===== src/rtl/distribute_pkg.sv =====
// Shared definitions for the 1xN multicast distribute switch: derived widths and reset/dummy values.
package distribute_pkg;

   // When every command bit is mask, the lane still carries a 1-bit command tied to zero.
   function automatic int out_cmd_width(input int in_w, input int n);
      return (in_w > n) ? (in_w - n) : 1;
   endfunction

   function automatic int lane_idx_width(input int n);
      return (n > 1) ? $clog2(n) : 1;
   endfunction

   localparam logic LANE_VALID_RST = 1'b0;
   localparam logic DUMMY_BIT      = 1'b0;

endpackage


===== src/rtl/distribute_lane_reg.sv =====
// One-entry output lane register: load, drain, or hold. An empty lane always shows zero data/cmd.
module distribute_lane_reg
   import distribute_pkg::*;
#(
   parameter int DATA_WIDTH = 32,
   parameter int CMD_WIDTH  = 2
) (
   input  logic                  clk,
   input  logic                  rst,
   input  logic                  load,
   input  logic [DATA_WIDTH-1:0] i_data,
   input  logic [CMD_WIDTH-1:0]  i_cmd,
   output logic                  o_valid,
   input  logic                  o_ready,
   output logic [DATA_WIDTH-1:0] o_data,
   output logic [CMD_WIDTH-1:0]  o_cmd
);

   logic                  r_valid;
   logic [DATA_WIDTH-1:0] r_data;
   logic [CMD_WIDTH-1:0]  r_cmd;

   // A non-targeted lane on an accept is always free, so the drain branch already zeroes it.
   always_ff @(posedge clk or posedge rst) begin
      if (rst) begin
         r_valid <= LANE_VALID_RST;
         r_data  <= {DATA_WIDTH{DUMMY_BIT}};
         r_cmd   <= {CMD_WIDTH{DUMMY_BIT}};
      end else if (load) begin
         r_valid <= 1'b1;
         r_data  <= i_data;
         r_cmd   <= i_cmd;
      end else if (r_valid && o_ready) begin
         r_valid <= LANE_VALID_RST;
         r_data  <= {DATA_WIDTH{DUMMY_BIT}};
         r_cmd   <= {CMD_WIDTH{DUMMY_BIT}};
      end
   end

   assign o_valid = r_valid;
   assign o_data  = r_data;
   assign o_cmd   = r_cmd;

endmodule


===== src/rtl/distribute_1xn_multicast_seq.sv =====
// 1xN sequential multicast distribute switch with per-lane handshakes and atomic (all-lanes-free) accept.
// Optional saturating perf counters enabled by defining DISTRIBUTE_PERF_CNT_EN.
module distribute_1xn_multicast_seq
   import distribute_pkg::*;
#(
   parameter int DATA_WIDTH       = 32,
   parameter int NUM_DATA_OUT     = 4,
   parameter int IN_COMMAND_WIDTH = 6,
`ifdef DISTRIBUTE_PERF_CNT_EN
   parameter int CNT_WIDTH        = 32,
`endif
   localparam int OUT_COMMAND_WIDTH = out_cmd_width(IN_COMMAND_WIDTH, NUM_DATA_OUT)
) (
   input  logic                                   clk,
   input  logic                                   rst,
   input  logic                                   i_en,
   input  logic                                   i_valid,
   output logic                                   i_ready,
   input  logic [DATA_WIDTH-1:0]                  i_data_bus,
   input  logic [IN_COMMAND_WIDTH-1:0]            i_cmd,
   output logic [NUM_DATA_OUT-1:0]                o_valid,
   input  logic [NUM_DATA_OUT-1:0]                o_ready,
   output logic [NUM_DATA_OUT*DATA_WIDTH-1:0]     o_data_bus,
`ifdef DISTRIBUTE_PERF_CNT_EN
   output logic [CNT_WIDTH-1:0]                   o_accept_cnt,
   output logic [CNT_WIDTH-1:0]                   o_stall_cnt,
   output logic [CNT_WIDTH-1:0]                   o_drop_cnt,
`endif
   output logic [NUM_DATA_OUT*OUT_COMMAND_WIDTH-1:0] o_cmd
);

   logic [NUM_DATA_OUT-1:0]      w_free;
   logic [NUM_DATA_OUT-1:0]      w_mask;
   logic [NUM_DATA_OUT-1:0]      w_load;
   logic [OUT_COMMAND_WIDTH-1:0] w_fwd_cmd;
   logic                         w_ready;
   logic                         w_accept;

   // Head-of-line blocking: any stalled lane blocks every new beat, keeping multicast atomic.
   assign w_free   = ~o_valid | o_ready;
   assign w_ready  = i_en && (&w_free);
   assign i_ready  = w_ready;
   assign w_accept = i_valid && w_ready;
   assign w_mask   = i_cmd[IN_COMMAND_WIDTH-1 -: NUM_DATA_OUT];
   assign w_load   = w_accept ? w_mask : '0;

   generate
      if (IN_COMMAND_WIDTH > NUM_DATA_OUT) begin : g_fwd
         assign w_fwd_cmd = i_cmd[OUT_COMMAND_WIDTH-1:0];
      end else begin : g_nofwd
         assign w_fwd_cmd = '0;
      end
   endgenerate

   generate
      for (genvar k = 0; k < NUM_DATA_OUT; k++) begin : g_lane
         distribute_lane_reg #(
            .DATA_WIDTH (DATA_WIDTH),
            .CMD_WIDTH  (OUT_COMMAND_WIDTH)
         ) u_lane (
            .clk     (clk),
            .rst     (rst),
            .load    (w_load[k]),
            .i_data  (i_data_bus),
            .i_cmd   (w_fwd_cmd),
            .o_valid (o_valid[k]),
            .o_ready (o_ready[k]),
            .o_data  (o_data_bus[k*DATA_WIDTH +: DATA_WIDTH]),
            .o_cmd   (o_cmd[k*OUT_COMMAND_WIDTH +: OUT_COMMAND_WIDTH])
         );
      end
   endgenerate

`ifdef DISTRIBUTE_PERF_CNT_EN
   logic [CNT_WIDTH-1:0] r_accept_cnt;
   logic [CNT_WIDTH-1:0] r_stall_cnt;
   logic [CNT_WIDTH-1:0] r_drop_cnt;
   logic                 w_inc_accept;
   logic                 w_inc_stall;
   logic                 w_inc_drop;

   assign w_inc_accept = w_accept && (|w_mask);
   assign w_inc_drop   = w_accept && !(|w_mask);
   assign w_inc_stall  = i_valid && i_en && !w_ready;

   // Counters saturate at all-ones rather than wrapping.
   always_ff @(posedge clk or posedge rst) begin
      if (rst) begin
         r_accept_cnt <= '0;
         r_stall_cnt  <= '0;
         r_drop_cnt   <= '0;
      end else begin
         if (w_inc_accept && (r_accept_cnt != '1)) r_accept_cnt <= r_accept_cnt + 1'b1;
         if (w_inc_stall  && (r_stall_cnt  != '1)) r_stall_cnt  <= r_stall_cnt  + 1'b1;
         if (w_inc_drop   && (r_drop_cnt   != '1)) r_drop_cnt   <= r_drop_cnt   + 1'b1;
      end
   end

   assign o_accept_cnt = r_accept_cnt;
   assign o_stall_cnt  = r_stall_cnt;
   assign o_drop_cnt   = r_drop_cnt;
`endif

endmodule


===== config.mk =====
export PLATFORM = sky130hd
export DESIGN_NAME = distribute_1xn_multicast_seq
export DESIGN_NICKNAME = d
export VERILOG_FILES = /design/src/rtl/distribute_pkg.sv /design/src/rtl/distribute_lane_reg.sv /design/src/rtl/distribute_1xn_multicast_seq.sv
export SDC_FILE = /design/constraint.sdc
export NUM_CORES = 1
export LEC_CHECK = 0
export CELL_PAD_IN_SITES_DETAIL_PLACEMENT = 1
export CELL_PAD_IN_SITES_GLOBAL_PLACEMENT = 1
export CORE_MARGIN = 5
export CORE_UTILIZATION = 33
export CTS_CLUSTER_DIAMETER = 30
export DETAILED_ROUTE_END_ITERATION = 7
export PLACE_DENSITY = 0.77
export SLEW_MARGIN = 20
export SYNTH_ARGS = -nofsm -noshare
export SYNTH_HDL_FRONTEND = slang
export SYNTH_SLANG_ARGS = --single-unit

===== constraint.sdc =====
create_clock -name clk -period 5.4 [get_ports clk]
set_clock_uncertainty 0.15 [all_clocks]
set_input_delay 1.62 -clock clk [delete_from_list [all_inputs] [get_ports clk]]
set_output_delay 1.62 -clock clk [all_outputs]
set_load 0.01 [all_outputs]

==> results of run 1 <==
## state kept, by name, indices dropped and copies added, names as in the netlist
register / count
g_lane.u_lane.o_cmd: 8
g_lane.u_lane.o_data: 128
g_lane.u_lane.o_valid: 4
## metrics by stage
step	setup slack [ns]	hold WS [ns]	instance area [µm²]	power (µW)	util [%]
final	0.572	0.375	8530	3740	47.8
after floorplan	1.47	0.349	5940	1870	-
after global placement	0.565	0.360	7930	2510	44.4
after CTS	0.555	0.378	8530	3790	47.8
after global routing	0.493	0.396	8530	3940	47.8
after detailed placement	0.578	0.367	7930	2560	44.4
## layer usage
metal	vias up	wire [µm]
met5	-	0
met4	0	223
met3	15	1150
met2	133	8920
met1	2238	8110
li1	1984	-
## how the worst max path moves through the flow
stage,endpoint,slack [ns],cells after the start
3_5_place_dp,i_ready,0.58,5
3_3_place_gp,i_ready,0.57,5
6_report,i_ready,0.57,5
5_1_grt,i_ready,0.49,5
4_1_cts,i_ready,0.55,5
2_1_floorplan,i_ready,1.47,4
## layout make-up
cell class | instances | area (µm²)
Clock buffer | 19 | 443
Clock inverter | 13 | 164
Fill cell | 1879 | 9310
Inverter | 35 | 135
Multi-Input combinational cell | 295 | 2080
Sequential cell | 140 | 3500
Tap cell | 229 | 287
Timing Repair Buffer | 192 | 1920
## cells in the final DEF, fill, tap and decap left out, types with 2 or more instances in the layout
master           synthesis  routed
clkinv_2                 0       3
clkdlybuf4s50_1          0     186
clkinv_4                 0       2
nand4_2                  4       4
dfrtp_1                140     140
nand2_1                141     141
o21ai_0                  4       4
nor2_8                   4       4
clkbuf_16                0      17
bufinv_16                0       3
inv_1                   35      34
buf_4                    4       5
nand2b_1                 3       3
clkinvlp_4               0       3
mux2i_1                136     136
inv_6                    0       3
## worst max-delay path: cells and delay by family
| family | cells | cell delay, ns |
|---|---|---|
| buf+inv | 2 | 1.05 |
| simple gates | 3 | 0.38 |
## logic make-up (layout without fill, tap and decap cells)
kind of cell,count (synthesis),after routing,share of synthesized area [%]
and+or+nand+nor,155,155,11.8
DFF,140,140,59.0
muxes,136,136,22.9
buffers and inverters,64,259,5.94
AOI/OAI and AO/OA,4,4,0.337
## synthesized netlist by cell type
cell type,number
buf_4,4
nand2_1,141
dfrtp_1,140
inv_1,35
o21ai_0,4
nand2b_1,3
clkbuf_1,12
mux2i_1,136
nor2_8,4
nand3_1,1
nor2_1,1
nand4_2,4
buf_6,13
nand2b_4,1
## power breakdown
part,internal [µW],leakage (µW),switching [µW],total (µW)
combinational,584,0.00167,482,1070
clock,742,0.000294,470,1210
sequential,1300,0.00180,163,1460
==> summary.md, run 1 <==
| Metric | Value |
|---|---|
| Status | complete, no violations |
| Syn_area_per_cell | 11.9 µm² |
| CTS Root Cell | clkbuf_16 |
| Cell taking the most area after synthesis | dfrtp_1 |
| Fin. Hold Viols | 0 |
| Clk sinks | 140 |
| GR Overflow Total | 0 |
| Detail Route Antenna Nets | 0 |
| Avg WL per Cell | 19.9 µm |
| Leakage | 0.00376 µW |
| Io pins | 187 |
| Starting density of the core | 33.3% |
| # setup viols final | 0 |
| Net Count, Synth | 545 |
| Crit-path cells | clkdlybuf4s50_1 > nand2b_1 > nand3_1 > nor2_1 > clkdlybuf4s50_1 |
| DRT Pass-1 Iters | 4 |
| Layout area overhead | 43.7% |
| Critical Path RT | 3.63 ns |
| CTS max path bufs | 2 |
| Worst Reg-to-Reg Cells | 5 |
| Yosys warns | 0 |
| Fin crit share | 89.4% |
| Worst-Skew Late Latency | 0.41 ns |
| GRT met1 Usage | 23.6% |
| First-pass GRT wire length | 29.1 mm |
| Rel. slew slack | 42.3% |
| Yosys cell types | 14 |
| Worst R2R Setup Slack | 3.25 ns |
| GR Util All Layers | 18.1% |
| Hold Path End | g_lane[1].u_lane.o_data[15] |
| Chip height | 144 µm |
| Vias in the first global route | 5,057 |
| Sequential area share after synthesis | 59.0% |
| TritonCTS Buffers | 17 |
| Non-Filler Instances | 923 |
| Placement Rows | 49 |
| Worst-margin pin slew | 0.865 ns |
| IO Port Bufs | 186 |
| Main area contributors after synthesis | dfrtp_1 59%, mux2i_1 23%, nand2_1 8.9% |
| Mapped cell area | 5940 µm² |
| Max-Cap Viols | 0 |
| Kind of critical path | input port to output port |
| Post-Syn Instances | 499 |
| Vias per cell | 4.73 |
| Crit path DAT | 3.06 ns |
| Gr busiest metal | met2 |
| Met3 Track Usage GR | 4.53% |
| Placed cells | 891 |
| Post-synth top area share | 59.0% |
| Tmin final | 4.83 ns |
| Clock Pin Slew Worst Setup and Hold Paths | 0.06 ns |
| Total number of vias | 4,370 |
| Die area | 20,800 µm² |
| Initial antenna violation count | 0 |
| RR Endpoint | g_lane[2].u_lane.o_data[1] |
| CP Capture Type | output port |
| DRT iter0 DRCs | 129 |
| CTS-repair resized insts | 0 |
| Peak supply drop | 0.000220 V |
| PwrDens | 438 nW/µm² |
| DRC | 0 |
| CTS tree | built |
| Total wire length | 18.4 mm |
| Synth Register Bits | 140 |
| Hold depth | 2 |
| Fin Setup TNS | 0 ns |
| Critical path startpoint category | input port |
| Core ar. | 17,800 µm² |
| Most frequent CP cell | clkdlybuf4s50_1 |
| Largest net degree at the start of global routing | 141 |
| Layout cells sized above 1 | 6.77% |
| Setup bufs post-CTS | 0 |
| Detailed placement HPWL | 12.3 mm |
| Slowest stage cell, crit path | clkdlybuf4s50_1 |
| RSZ-0062 raised after global routing | false |
| Max incr delay on CP | 0.56 ns |
| Routability Congestion | 0.772 |
| Chip Width | 144 µm |
| Grt met2 use | 30.2% |
| Crit Path Max Fanout | 2 |
| Inserted Diodes | 0 |
| Critical Path Start | o_ready[2] |
| H-tree depth | 4 |
| Hold wc startpoint | g_lane[1].u_lane.o_data[15] |
| Final max-slew violation count | 0 |
| Post-CTS Hold Fix Bufs | 0 |
| Hold/Removal Path Class | register to register |
| Peak Freq | 207 MHz |
| R2R Path Start | g_lane[2].u_lane.o_valid |
| Nets | 727 |
Note: power is estimated with default switching activity, not from simulation.
==> inputs of run 2 (changes only) <==
--- a/config.mk
+++ b/config.mk
@@ -11,7 +11,7 @@
 export CORE_UTILIZATION = 33
 export CTS_CLUSTER_DIAMETER = 30
 export DETAILED_ROUTE_END_ITERATION = 7
-export PLACE_DENSITY = 0.77
+export PLACE_DENSITY_LB_ADDON = 0.1
 export SLEW_MARGIN = 20
 export SYNTH_ARGS = -nofsm -noshare
 export SYNTH_HDL_FRONTEND = slang
==> run 2 against run 1 <==
Register-to-register slack improved by 0.03 ns. Via count decreased by 0.27%. Final area decreased by 0.51%. Combinational power about the same. Routed wire length decreased by 1.8%. Critical path depth unchanged. Power decreased by 3.2%. Non-clock buffer count unchanged. Final cell count unchanged. Die area unchanged. Flip-flop and latch count unchanged. Critical path type unchanged. Critical endpoint unchanged.
==> summary.md, run 2 (synthesis results as in run 1) <==
| Metric | Value |
|---|---|
| Leakage | 0.00372 µW (-0.97%) |
| CP Capture Type | output port |
| GR Util All Layers | 18.3% (+0.21 points) |
| Clock Pin Slew Worst Setup and Hold Paths | 0.06 ns (about the same) |
| Most frequent cells in the layout | 186 x clkdlybuf4s50_1, 141 x nand2_1, 140 x dfrtp_1 |
| Detail Route Antenna Nets | 0 (unchanged) |
| Starting density of the core | 33.3% (unchanged) |
| Hold/Removal Path Class | register to register |
| Layout cells sized above 1 | 6.77% (unchanged) |
| Critical Path RT | 3.63 ns (about the same) |
| Hold slack final | 0.374 ns (-0.00118 ns) |
| Fin. Hold Viols | 0 (unchanged) |
| Status | complete, no violations |
| Post-layout util | 47.6% (-0.25 points) |
| Final Cell Area | 8490 µm² (-0.51%) |
| Worst R2R Setup Slack | 3.28 ns (+0.03 ns) |
| CTS tree | built |
| DRT iter0 DRCs | 166 (+29%) |
| Clk sinks | 140 (unchanged) |
| CTS-repair resized insts | 0 (unchanged) |
| DRT Pass-1 Iters | 4 (unchanged) |
| Total power | 3620 µW (-3.2%) |
| RR Endpoint | g_lane[3].u_lane.o_data[3] |
| Fin crit share | 88.9% (-0.47 points) |
| Initial antenna violation count | 0 (unchanged) |
| Fill count | 1,885 (+0.32%) |
| Commonest non-fill, non-tap cell in the layout | clkdlybuf4s50_1 |
| PwrDens | 426 nW/µm² (-2.7%) |
| DRC | 0 (unchanged) |
| Worst Reg-to-Reg Cells | 5 (unchanged) |
| Detailed placement HPWL | 11.9 mm (-3.2%) |
| Nets | 727 (unchanged) |
| Hold Path End | g_lane[1].u_lane.o_data[1] |
| Kind of critical path | input port to output port |
| Fin Setup TNS | 0 ns (unchanged) |
| # setup viols final | 0 (unchanged) |
| Inserted Diodes | 0 (unchanged) |
| Chip height | 144 µm (unchanged) |
| Core ar. | 17,800 µm² (unchanged) |
| Largest net degree at the start of global routing | 141 (unchanged) |
| Worst-margin pin slew | 0.915 ns (+0.0502 ns) |
| CTS Root Cell | clkbuf_16 |
| Avg WL per Cell | 19.6 µm (-1.8%) |
| Placement Rows | 49 (unchanged) |
| TritonCTS Buffers | 17 (unchanged) |
| Total number of vias | 4,358 (-0.27%) |
| Io pins | 187 (unchanged) |
| Crit Path Max Fanout | 2 (unchanged) |
| Die area | 20,800 µm² (unchanged) |
| IO Port Bufs | 186 (unchanged) |
| RSZ-0062 raised after global routing | false |
| Vias per cell | 4.72 (-0.27%) |
| Max-Cap Viols | 0 (unchanged) |
| Crit path DAT | 3.03 ns (-0.03 ns) |
| GR Overflow Total | 0 (unchanged) |
| Total wire length | 18.1 mm (-1.8%) |
| Area taken by multi-input logic gates | 2080 µm² (unchanged) |
| Rel. slew slack | 39.0% (-3.3 points) |
| FF/Latch Area | 3500 µm² (unchanged) |
| Tmin final | 4.80 ns (-0.0254 ns) |
| Critical path startpoint category | input port |
| Hold wc startpoint | g_lane[1].u_lane.o_data[1] |
| Post-place instance area | 7930 µm² (unchanged) |
| Routability Congestion | 0.739 (-4.3%) |
| Largest register FFs | 128 (unchanged) |
| Worst-Skew Late Latency | 0.41 ns (about the same) |
| R2R Path Start | g_lane[1].u_lane.o_valid |
| H-tree depth | 4 (unchanged) |
| Peak Freq | 208 MHz (+0.53%) |
| CTS max path bufs | 2 (unchanged) |
| Final max-slew violation count | 0 (unchanged) |
| Vias in the first global route | 5,120 (+1.2%) |
| Setup bufs post-CTS | 0 (unchanged) |
| First-pass GRT wire length | 29.1 mm (about the same) |
| Post-CTS Hold Fix Bufs | 0 (unchanged) |
| Peak supply drop | 0.000229 V (+4.0%) |
| Layout area overhead | 43.0% |
| Hold depth | 2 (unchanged) |
| Chip Width | 144 µm (unchanged) |
-- run 2: cell count changes in the layout (fill, tap and decap cells not counted) --
cell / previous run / this run
clkinvlp_4: 3 / 7
bufinv_16: 3 / 1
inv_6: 3 / 1
clkinv_2: 3 / 2
clkinv_4: 2 / 3
-- run 2: cell type report --
class | instances | share of cell area, %
tap | 229 | 3.38
clock inverter | 13 | 1.41
timing repair buffer | 192 | 22.6
multi-input combinational | 295 | 24.5
sequential | 140 | 41.3
clock buffer | 19 | 5.22
inverter | 35 | 1.59
-- run 2: through the flow --
stage	instances	worst slack, ns
finish	923	0.597
global route	923	0.546
CTS	923	0.599
detailed placement	891	0.599
global placement	891	0.624
floorplan	499	1.47
-- run 2: per-layer routing --
metal | up-vias | GRT usage (%) | wire length, µm
li1 | 1986 | - | -
met1 | 2224 | 22.2 | 7550
met2 | 123 | 30.6 | 8950
met3 | 25 | 6.05 | 1290
met4 | 0 | 6.23 | 293
met5 | - | 0 | 0
-- run 2: critical path, cell delays in order --
cell and delay, ns:
clkdlybuf4s50_1 0.50, nand2b_1 0.15, nand3_1 0.10, nor2_1 0.11
clkdlybuf4s50_1 0.55
-- run 2: power breakdown --
part / switching, µW / internal, µW / total [µW]
Combinational: 473 / 584 / 1060
Clock: 461 / 646 / 1110
Sequential: 159 / 1300 / 1460
-- run 2: worst max path at each step --
stage                           from       to  cells after the start
final                     o_ready[1]  i_ready                      5
after global routing      o_ready[1]  i_ready                      5
after CTS                 o_ready[1]  i_ready                      5
after detailed placement  o_ready[1]  i_ready                      5
after global placement    o_ready[3]  i_ready                      5
after floorplan           o_ready[3]  i_ready                      4
==> inputs of run 3 (changes only) <==
--- a/config.mk
+++ b/config.mk
@@ -7,8 +7,9 @@
 export LEC_CHECK = 0
 export CELL_PAD_IN_SITES_DETAIL_PLACEMENT = 1
 export CELL_PAD_IN_SITES_GLOBAL_PLACEMENT = 1
-export CORE_MARGIN = 5
-export CORE_UTILIZATION = 33
+export CORE_MARGIN = 2
+export CORE_UTILIZATION = 34
+export CTS_BUF_LIST = sky130_fd_sc_hd__clkbuf_2
 export CTS_CLUSTER_DIAMETER = 30
 export DETAILED_ROUTE_END_ITERATION = 7
 export PLACE_DENSITY_LB_ADDON = 0.1
==> run 3 against run 2 <==
Final area down 3.8%. Fmax grew 0.56%. Routed wire length fell by 2.7%. Non-clock buffer count up 1. First-iteration DRC count is 46% lower. Clock power fell by 44%. Count of clock-buffer cells in the layout down 1. Flip-flop and latch count stayed put. Critical path depth is the same. Highest routed layer unchanged.
==> summary.md, run 3 (synthesis results as in run 1) <==
| Metric | Value |
|---|---|
| Status | complete, no violations |
| IO Port Bufs | 186 (unchanged) |
| Post-placement setup slack | 0.625 ns (+0.0264 ns) |
| DRT iter0 DRCs | 90 (-46%) |
| Total number of vias | 4,308 (-1.1%) |
| Critical Path RT | 3.63 ns (about the same) |
| First-pass GRT wire length | 27.4 mm (-5.8%) |
| CTS-repair resized insts | 0 (unchanged) |
| Largest register FFs | 128 (unchanged) |
| Peak supply drop | 0.000148 V (-35%) |
| Max-Cap Viols | 0 (unchanged) |
| GRT met1 Usage | 23.3% (+1.1 points) |
| Post-CTS Hold Fix Bufs | 0 (unchanged) |
| Crit path DAT | 3.01 ns (-0.02 ns) |
| CTS Root Cell | clkbuf_2 |
| Kind of critical path | input port to output port |
| Psw | 1030 µW (-5.6%) |
| Most frequent cells in the layout | 186 x clkdlybuf4s50_1, 140 x nand2_1, 140 x dfrtp_1 |
| CTS tree | built |
| Final max-slew violation count | 0 (unchanged) |
| DRC | 0 (unchanged) |
| Initial antenna violation count | 1 (+1) |
| Hold depth | 2 (unchanged) |
| Peak Freq | 209 MHz (+0.56%) |
| Chip Width | 136 µm (-5.5%) |
| Grt met2 use | 34.1% (+3.5 points) |
| Commonest non-fill, non-tap cell in the layout | clkdlybuf4s50_1 |
| Nets | 728 (+0.14%) |
| Hold/Removal Path Class | register to register |
| Io pins | 187 (unchanged) |
| CTS max path bufs | 2 (unchanged) |
| Starting density of the core | 34.6% (+1.3 points) |
| Detail Route Antenna Nets | 0 (unchanged) |
| Clk sinks | 140 (unchanged) |
| Clock Pin Slew Worst Setup and Hold Paths | 0.19 ns (+0.13 ns) |
| Final WS setup | 0.624 ns (+0.0266 ns) |
| GR Overflow Total | 0 (unchanged) |
| Worst Reg-to-Reg Cells | 5 (unchanged) |
| Largest net degree at the start of global routing | 75 (-47%) |
| Die area | 18,500 µm² (-11%) |
| Core ar. | 17,200 µm² (-3.7%) |
| Worst-margin pin slew | 1.10 ns (+0.189 ns) |
| R2R Path Start | g_lane[1].u_lane.o_valid |
| Gr busiest metal | met2 |
| Tmin final | 4.78 ns (-0.0266 ns) |
| Leakage | 0.00360 µW (-3.2%) |
| # setup viols final | 0 (unchanged) |
| Fin. Hold Viols | 0 (unchanged) |
| Post-place instance area | 7930 µm² (about the same) |
| Sequential power share | 46.1% (+5.9 points) |
| Combinational Power Share | 33.9% (+4.7 points) |
| Layout area overhead | 37.5% |
| TritonCTS Buffers | 17 (unchanged) |
| H-tree depth | 4 (unchanged) |
| Vias in the first global route | 4,808 (-6.1%) |
| Fin Setup TNS | 0 ns (unchanged) |
| Detailed placement HPWL | 11.9 mm (about the same) |
| Worst-Skew Late Latency | 0.70 ns (+0.29 ns) |
| Routability Congestion | 0.729 (-1.4%) |
| Setup bufs post-CTS | 0 (unchanged) |
| Critical path startpoint category | input port |
| Final Cell Area | 8170 µm² (-3.8%) |
| RSZ-0062 raised after global routing | false |
| Met3 Track Usage GR | 6.56% (+0.51 points) |
| Layout cells sized above 1 | 6.92% (+0.14 points) |
| Crit Path Max Fanout | 2 (unchanged) |
| PwrDens | 382 nW/µm² (-10%) |
| CP Capture Type | output port |
| Rel. slew slack | 26.2% (-13 points) |
| Clock power share | 20.0% (-11 points) |
| GR Util All Layers | 19.7% (+1.5 points) |
| Hold wc startpoint | g_lane[3].u_lane.o_data[20] |
| Total internal power | 2090 µW (-17%) |
| Critical Path Start | o_ready[1] |
| Placement Rows | 48 (-2.0%) |
| Fin crit share | 88.4% (-0.49 points) |
| Switching share of power | 33.0% (+2.9 points) |
| DRT Pass-1 Iters | 4 (unchanged) |
| Vias per cell | 4.68 (-0.82%) |
| Worst R2R Setup Slack | 3.27 ns (about the same) |
| Avg WL per Cell | 19.1 µm (-2.4%) |
| Chip height | 136 µm (-5.5%) |
| Total wire length | 17.6 mm (-2.7%) |
## run 3: cell types whose count changed in the layout (fill, tap and decap cells not counted), sizes merged
cell,previous run,this run
clkinv,5,3
diode,0,1
clkinvlp,7,5
buf,6,7
inv,35,38
bufinv,1,2
clkbuf,19,18
## run 3: metal layers
layer  share of wire, %  vias up
li1                   -     1977
met1                 41     2196
met2                 51      117
met3                6.5       18
met4                1.2        0
met5                  0        -
## run 3: area by class of cell
class,instances,area [µm²]
fillers,1866,9010
multi-input cells,295,2080
clock buffers,18,90.1
clock inverters,13,143
well taps,225,282
inverters,35,135
repair buffers,193,1930
flip-flops and latches,140,3500
diodes,1,2.50
## run 3: critical path, stage by stage
cell and delay, ns:
clkdlybuf4s50_1 0.48, nand2b_1 0.14, nand3_1 0.10, nor2_1 0.12, clkdlybuf4s50_1 0.54
## run 3: path summary, 6_finish.rpt
kind / end
setup / recovery: i_ready
hold / removal: g_lane[3].u_lane.o_data[20]
setup reg to reg: g_lane[1].u_lane.o_data[19]
hold reg to reg: g_lane[3].u_lane.o_data[20]
max in group asynchronous: g_lane[3].u_lane.o_data[20]
min in group asynchronous: g_lane[2].u_lane.o_valid
## run 3: power groups by stage
| stage | clock network [µW] | logic, µW | registers (µW) |
|---|---|---|---|
| final | 623 | 1060 | 1440 |
| after detailed placement | 0 | 1080 | 1460 |
| after floorplan | 0 | 308 | 1560 |
| after global placement | 0 | 1050 | 1450 |
| after CTS | 651 | 1080 | 1440 |
| after global routing | 692 | 1150 | 1470 |
## run 3: metrics by stage
| step | hold slack [ns] | total power, µW | std cells | utilization (%) |
|---|---|---|---|---|
| floorplan | 0.349 | 1870 | 499 | - |
| global placement | 0.361 | 2510 | 888 | 46.2 |
| detailed placement | 0.364 | 2540 | 888 | 46.2 |
| CTS | 0.391 | 3180 | 919 | 47.5 |
| global route | 0.410 | 3320 | 920 | 47.5 |
| finish | 0.384 | 3120 | 920 | 47.5 |
